File: src/rtl/sram_slot_scheduler.sv
// rtl/sram_slot_scheduler.sv - Gigatron cycle slot scheduler for the shared expansion SRAM
module sram_slot_scheduler #(
   parameter int ABITS        = 19,
   parameter int STARVE_LIMIT = 64
) (
   input  logic             CLKx4,
   input  logic             RST,
   input  logic             SYNC,
   input  logic             HDBL,
   input  logic             VREQ,
   input  logic [ABITS-1:0] VADDR,
   output logic             VDATA_VLD,
   output logic [7:0]       VDATA,
   input  logic             DREQ,
   input  logic             DWE,
   input  logic [ABITS-1:0] DADDR,
   input  logic [7:0]       DWDATA,
   output logic             DACK,
   output logic [7:0]       DRDATA,
   output logic             DSTARVE,
   output logic             LOCKERR,
   output logic             nAE,
   output logic             nBE,
   output logic [1:0]       RSEL,
   output logic [ABITS-1:0] RAB,
   output logic             nROE_B,
   output logic             nRWE_B,
   input  logic [7:0]       RDIN,
   output logic [7:0]       RDOUT_B,
   output logic             RDOE_B
);

   typedef enum logic [1:0] {OWN_NONE = 2'd0, OWN_VID = 2'd1, OWN_DMA = 2'd2} owner_t;

   localparam int            CW      = $clog2(STARVE_LIMIT + 1);
   localparam logic [CW-1:0] LIMIT_C = CW'(STARVE_LIMIT);
   localparam logic [CW-1:0] ONE_C   = CW'(1);

   logic [1:0]       r_ph;
   logic             r_synced;
   owner_t           r_b1, r_b2;
   logic             r_dwr;
   logic [ABITS-1:0] r_vaddr, r_daddr;
   logic [7:0]       r_wdata, r_vdata, r_drdata;
   logic             r_vdata_vld, r_dack, r_dstarve, r_lockerr;
   logic [CW-1:0]    r_starve_cnt;

   owner_t           w_own, w_b1, w_b2;
   logic             w_a_phase, w_arb, w_abort, w_dma_grant;
   logic             w_cap_vid, w_cap_dread, w_dack_set;

   // Owner of the B phase currently on the bus (none outside PH2/PH3)
   always_comb begin
      w_own = OWN_NONE;
      if (r_ph == 2'd2)      w_own = r_b1;
      else if (r_ph == 2'd3) w_own = r_b2;
   end

   // Slot plan for the coming B1/B2 from this cycle's requests
   always_comb begin
      w_b1 = OWN_NONE;
      w_b2 = OWN_NONE;
      if (VREQ) begin
         w_b1 = OWN_VID;
         if (HDBL)              w_b2 = OWN_VID;
         else if (DREQ && !DWE) w_b2 = OWN_DMA;
      end else if (DREQ) begin
         w_b1 = OWN_DMA;
         if (DWE) w_b2 = OWN_DMA;
      end
   end

   assign w_a_phase   = r_synced && !r_ph[1];
   assign w_arb       = r_synced && (r_ph == 2'd1) && !SYNC;
   assign w_abort     = SYNC && (r_ph != 2'd3);
   assign w_dma_grant = (w_b1 == OWN_DMA) || (w_b2 == OWN_DMA);
   assign w_cap_vid   = !w_abort && (w_own == OWN_VID);
   assign w_cap_dread = !w_abort && (w_own == OWN_DMA) && !r_dwr;
   assign w_dack_set  = w_cap_dread || (!w_abort && (w_own == OWN_DMA) && r_dwr && (r_ph == 2'd3));

   // Bus-side strobes and address mux decoded from phase and slot owner
   always_comb begin
      nAE     = !w_a_phase;
      nBE     = (w_own == OWN_NONE);
      RSEL    = 2'd3;
      RAB     = '0;
      nROE_B  = 1'b1;
      nRWE_B  = 1'b1;
      RDOE_B  = 1'b0;
      if (w_a_phase) begin
         RSEL = 2'd0;
      end else if (w_own == OWN_VID) begin
         RSEL   = 2'd1;
         RAB    = r_vaddr;
         nROE_B = 1'b0;
      end else if (w_own == OWN_DMA) begin
         RSEL   = 2'd2;
         RAB    = r_daddr;
         nROE_B = r_dwr;
         RDOE_B = r_dwr;
         nRWE_B = !(r_dwr && (r_ph == 2'd3));
      end
   end

   assign RDOUT_B   = r_wdata;
   assign VDATA     = r_vdata;
   assign VDATA_VLD = r_vdata_vld;
   assign DRDATA    = r_drdata;
   assign DACK      = r_dack;
   assign DSTARVE   = r_dstarve;
   assign LOCKERR   = r_lockerr;

   // Phase counter, SYNC lock and off-phase detection
   always_ff @(posedge CLKx4 or posedge RST) begin
      if (RST) begin
         r_ph      <= 2'd0;
         r_synced  <= 1'b0;
         r_lockerr <= 1'b0;
      end else if (SYNC) begin
         r_ph     <= 2'd0;
         r_synced <= 1'b1;
         if (r_synced && (r_ph != 2'd3)) r_lockerr <= 1'b1;
      end else begin
         r_ph <= r_ph + 2'd1;
      end
   end

   // Grant latch at end of PH1; dropped after B2 or on any SYNC
   always_ff @(posedge CLKx4 or posedge RST) begin
      if (RST) begin
         r_b1    <= OWN_NONE;
         r_b2    <= OWN_NONE;
         r_dwr   <= 1'b0;
         r_vaddr <= '0;
         r_daddr <= '0;
         r_wdata <= 8'd0;
      end else if (SYNC || (r_ph == 2'd3)) begin
         r_b1 <= OWN_NONE;
         r_b2 <= OWN_NONE;
      end else if (w_arb) begin
         r_b1 <= w_b1;
         r_b2 <= w_b2;
         if (VREQ) r_vaddr <= VADDR;
         if (w_dma_grant) begin
            r_daddr <= DADDR;
            r_dwr   <= DWE;
            r_wdata <= DWDATA;
         end
      end
   end

   // Read-data capture and completion pulses at the end of each granted phase
   always_ff @(posedge CLKx4 or posedge RST) begin
      if (RST) begin
         r_vdata     <= 8'd0;
         r_vdata_vld <= 1'b0;
         r_drdata    <= 8'd0;
         r_dack      <= 1'b0;
      end else begin
         r_vdata_vld <= w_cap_vid;
         r_dack      <= w_dack_set;
         if (w_cap_vid)   r_vdata  <= RDIN;
         if (w_cap_dread) r_drdata <= RDIN;
      end
   end

   // DMA starvation counter: counts denied PH1 decisions, saturating flag
   always_ff @(posedge CLKx4 or posedge RST) begin
      if (RST) begin
         r_starve_cnt <= '0;
         r_dstarve    <= 1'b0;
      end else begin
         if (w_arb && DREQ) begin
            if (w_dma_grant) begin
               r_starve_cnt <= '0;
            end else if (r_starve_cnt != LIMIT_C) begin
               r_starve_cnt <= r_starve_cnt + ONE_C;
               if (r_starve_cnt == LIMIT_C - ONE_C) r_dstarve <= 1'b1;
            end
         end
         if (w_dack_set) r_dstarve <= 1'b0;
      end
   end

endmodule

File: config.mk
export PLATFORM = sky130hd
export DESIGN_NAME = sram_slot_scheduler
export DESIGN_NICKNAME = d
export VERILOG_FILES = /design/src/rtl/sram_slot_scheduler.sv
export SDC_FILE = /design/constraint.sdc
export NUM_CORES = 1
export LEC_CHECK = 0
export CORE_MARGIN = 2
export CORE_UTILIZATION = 42
export DETAILED_ROUTE_END_ITERATION = 6
export GPL_TIMING_DRIVEN = 1
export PLACE_DENSITY = 0.76
export SLEW_MARGIN = 20
export SYNTH_ARGS = -nofsm -noshare
export SYNTH_HDL_FRONTEND = slang
export SYNTH_SLANG_ARGS = --single-unit
File: constraint.sdc
create_clock -name CLKx4 -period 2.2 [get_ports CLKx4]
set_input_delay 0.22 -clock CLKx4 [delete_from_list [all_inputs] [get_ports CLKx4]]
set_output_delay 0.22 -clock CLKx4 [all_outputs]
set_load 0.005 [all_outputs]
# == Word level (Yosys, flattened, before mapping) ==
# Index checks and enable logic that the tools add are counted.
# word_totals
output_inout_bits,54
word_cells,99
regBits,81
input_bits,61
# op_classes
addsub,2
n_mux,36
reduce_logical,34
n_bitwise,1
eq_ne,11
# op_table
op,n
$mux W19,3
$mux W2,16
$mux W1,15
$mux W7,2
$logic_and A1 B1 Y1,13
$eq A2 B2 Y1 const B,5
$reduce_bool A2 Y1,5
$add A7 B1 Y7 const B,1
$eq A7 B6 Y1 const B,1
$logic_not A1 Y1,7
$ne A7 B7 Y1 const B,1
$reduce_and A3 Y1,2
$eq A2 B1 Y1 const B,2
$reduce_and A2 Y1,2
$reduce_and A4 Y1,1
$logic_or A1 B1 Y1,3
$add A2 B1 Y2 const B,1
$logic_not A2 Y1,1
$ne A2 B1 Y1 const B,1
$ne A2 B2 Y1 const B,1
$not A1 Y1,1

# == Depth between registers and ports, before layout ==
# depth
word_depth,10
mapped_depth,8

# == Worst setup path after synthesis ==
# OpenSTA, ideal clock, no wires.
# synth_timing
path_kind,reg2out
startpoint,register r_ph[0]
endpoint,output port RAB[0]
required_time_ps,1980
arrival_ps,1736
path_buffers,1
setup_slack_ps,244
path_stages_with_launch,8
path_cell_list,dfrtp_1 inv_1 ha_1 nand3b_1 a221oi_2 and2_2 buf_6 a22o_1
# synth_via
elab_chain_cells,7
elab_cells_between_ends,9
classes_between,eq/ne: 4; mux: 5
# synth_lines
element,line,text
"start, declared",39,logic [1:0] r_ph;
"start signal, assigned",124,r_ph <= r_ph + 2'd1;
$eq A2 B2 Y1,56,else if (r_ph == 2'd3) w_own = r_b2;
$mux W2,56,
$mux W2 *,55,if (r_ph == 2'd2) w_own = r_b1;
$eq A2 B2 Y1,96,end else if (w_own == OWN_DMA) begin
$mux W19,96,
$mux W19 *,92,end else if (w_own == OWN_VID) begin
$mux W19 *,90,if (w_a_phase) begin
"end, declared",25,"output logic [ABITS-1:0] RAB,"
# Every way passes the cells marked *; elsewhere a longest branch is shown, timed or not.

# == Worst setup path after layout ==
# layout_timing
startpoint,register r_ph[0]
endpoint,output port RAB[16]
# The elaborated chain is that of the path after synthesis.

==> out/metrics.cfg <==
[critical_path]
cp_cell_sequence=inv_1 > ha_2 > and3b_2 > a221oi_2 > and2_4 > buf_8 > a22o_1 > buf_2
crit_type=register to primary output
worstPathArrival_ns=2.15
critPathCaptureType=primary output
crit_family=simple AND/OR/NAND/NOR gates
slowest_delay_ns=0.42
crit_slowest_cell=dfrtp_1
crit_fanout=9
critPathLaunchType=register
path_buf_inv=3
cp.required_ns=1.98

[synthesis]
ys_async_sr_fraction_pct=100
avgSynthCellArea_sq_um=13.2
syn_nets=341
synth_cells=274
synth_most_common_cell=dfrtp_1
syn_area_sq_mm=0.00362
seq_area_frac_synth_pct=56.0
yosys-top-cells-area=dfrtp_1 56%, mux2_2 16%, a22o_1 4.6%
synth-edff-count=0
synth_top_area_cell=dfrtp_1
ys_ff_latch=81
synth_cell_type_count=43
yosysTopAreaCellShare_pct=56.0
synth_commonest_cells=81 x dfrtp_1, 50 x mux2_2, 19 x a22o_1
ys.flop_type=dfrtp_1
yosysWarningCount=0

[placed_design]
gp_congestion=0.807
placed_area_sq_mm=0.00502
dpl.hpwl_um=6020
dp_slack_ns=-0.200
io_buffers=114

[floorplan]
placeableCoreArea_sq_mm=0.00830
row_count=33
die_w_um=96.8
io_pins=115
start_util_pct=43.6
die_area_sq_mm=0.00937
die_y_um=96.8

[timing]
hold_viol=0
slew_viol_final=0
fin_crit_ns=2.37
rsz0062_at_grt=yes
relSlewSlack_pct=69.2
setup_viol=21
finalCritPeriodShare_pct=108
worst-slew-pin-transition_ns=0.457
skew_ns=0.0146
layout_setup_ws_ns=-0.172
holdWs_ns=0.313
fmax_mhz=422

[pwr]
leakagePower_nw=2.36
power_density_mw_per_mm2=759
clkPwrFrac_pct=27.6
switchingPower_mw=1.00
p_seq_share_pct=51.3
peakVddDrop_uv=396
combPwrFrac_pct=21.1
p_sw_share_pct=25.3
intPower_mw=2.96

[clock_network]
cts_sinks=81
tritoncts=done
hold_buffers=0
clk_latency_ns=0.35
htreeDepth=3
root_buffer=clkbuf_8
cts_max_path_buffers=2
path_clk_slew_ns=0.08
cts_made_buffers=9

[finish]
layout.nets=482
antenna_cells=0
postLayoutCellArea_sq_mm=0.00522
n_fill_cell=662
area_delta_synth_final_pct=44.3
drive_gt1_share_pct=33.6

[grt]
track_usage_pct=18.5
grt_pass1_wl_um=14000
grt_pass1_vias=2816
antenna_found_initial=0
grt_max_degree=82
grt-ovfl-total=0

[status]
status=finished with violations
violations=setup timing

[drt]
drc=0
wl_um=8650
first_pass_iters=4
vias=2679
avgViaCountPerCell=5.10
ant_nets=0
wl_per_cell_um=16.5
drt_iter0_drc=76

[min_path]
hp-class=primary input to asynchronous set/reset pin

[run]
maxCapViolCount=0

==> placed cells by master (no fill, tap or decap), drive strengths merged, types with 3 or more instances in the layout <==
master	n
nand3b	5
clkbuf	12
mux2	62
o21ai	13
a22o	19
nand2	15
buf	50
nor2b	3
ha	6
nor2	11
clkdlybuf4s50	89
nor3	3
a21oi	7
nand3	4
clkinvlp	4
dfrtp	81
inv	10
==> tightest hold or removal path: stages <==
cell and delay (ns):
clkdlybuf4s50_1 0.44, clkinvlp_4 0.10, buf_12 0.33
==> cell families (layout without fill, tap and decap cells) <==
| group | after synthesis | in the layout | synth area share (%) |
|---|---|---|---|
| multiplexers | 64 | 64 | 20.7 |
| flip-flops | 81 | 81 | 56.0 |
| buffers and inverters | 22 | 168 | 3.49 |
| AND/OR/NAND/NOR | 54 | 54 | 8.51 |
| AO/OA/AOI/OAI | 47 | 47 | 9.23 |
| adder cells (fa/ha/maj) | 6 | 6 | 2.07 |
==> registers in the layout, summed over array words and instances (netlist names), 2 cells and up <==
signal,cells
r_daddr,19
DRDATA,8
r_starve_cnt,7
r_vaddr,19
r_b2,2
VDATA,8
r_ph,2
r_b1,2
RDOUT_B,8
==> power by group through the flow <==
stage	Clock, mW	Combinational, mW	Sequential [mW]
after floorplan	0	0.408	2.01
after global placement	0	0.813	2.05
after detailed placement	0	0.839	2.06
after CTS	1.12	0.843	2.04
after global routing	1.19	0.912	2.08
final	1.09	0.837	2.03
==> metrics by stage <==
| stage | util (%) | std cells | power (mW) | TNS [ns] |
|---|---|---|---|---|
| after floorplan | - | 274 | 2.42 | 0 |
| after global placement | 60.5 | 502 | 2.87 | -2.70 |
| after detailed placement | 60.5 | 502 | 2.90 | -3.49 |
| after CTS | 62.3 | 523 | 4.00 | -2.29 |
| after global routing | 62.9 | 525 | 4.18 | -4.74 |
| final | 62.9 | 525 | 3.96 | -2.35 |
==> per-layer routing <==
layer  share of wire [%]  wire, um  global-route usage [%]
met1                  42      3620                    22.3
met3                 5.4       467                    4.91
met5                   0         0                       0
met4                 1.1        92                    5.53
met2                  52      4470                    32.5
==> path summary, 6_finish.rpt <==
path / cells after the start / slack [ns] / endpoint / from
worst max-delay path: 8 / -0.17 / RAB[16] / r_ph[0]
worst min-delay path: 3 / 0.31 / VDATA[1] / RST
worst max register to register: 9 / 0.04 / VDATA[5] / r_ph[0]
worst min register to register: 1 / 0.50 / r_vaddr[3] / r_vaddr[3]
max in group asynchronous: 3 / 1.50 / r_daddr[8] / RST
min in group CLKx4: 2 / 0.46 / r_vaddr[3] / VADDR[3]
==> timing repair <==
action	4_1_cts	5_1_grt
pin swaps	12	9
resized for setup	105	8
endpoints found under the setup margin	25	52
cloned	0	1
setup buffers	6	3
hold endpoints to repair	0	0
==> area by class of cell <==
cell class	instances	area [sq um]	area share [%]
sequential	81	2030	38.8
multi-input combinational	171	1520	29.1
timing repair buffer	141	1300	24.9
clock buffer	12	145	2.78
tap	105	131	2.52
clock inverter	4	52.6	1.01
inverter	11	45.0	0.863
Power figures use the tool's default switching activity.
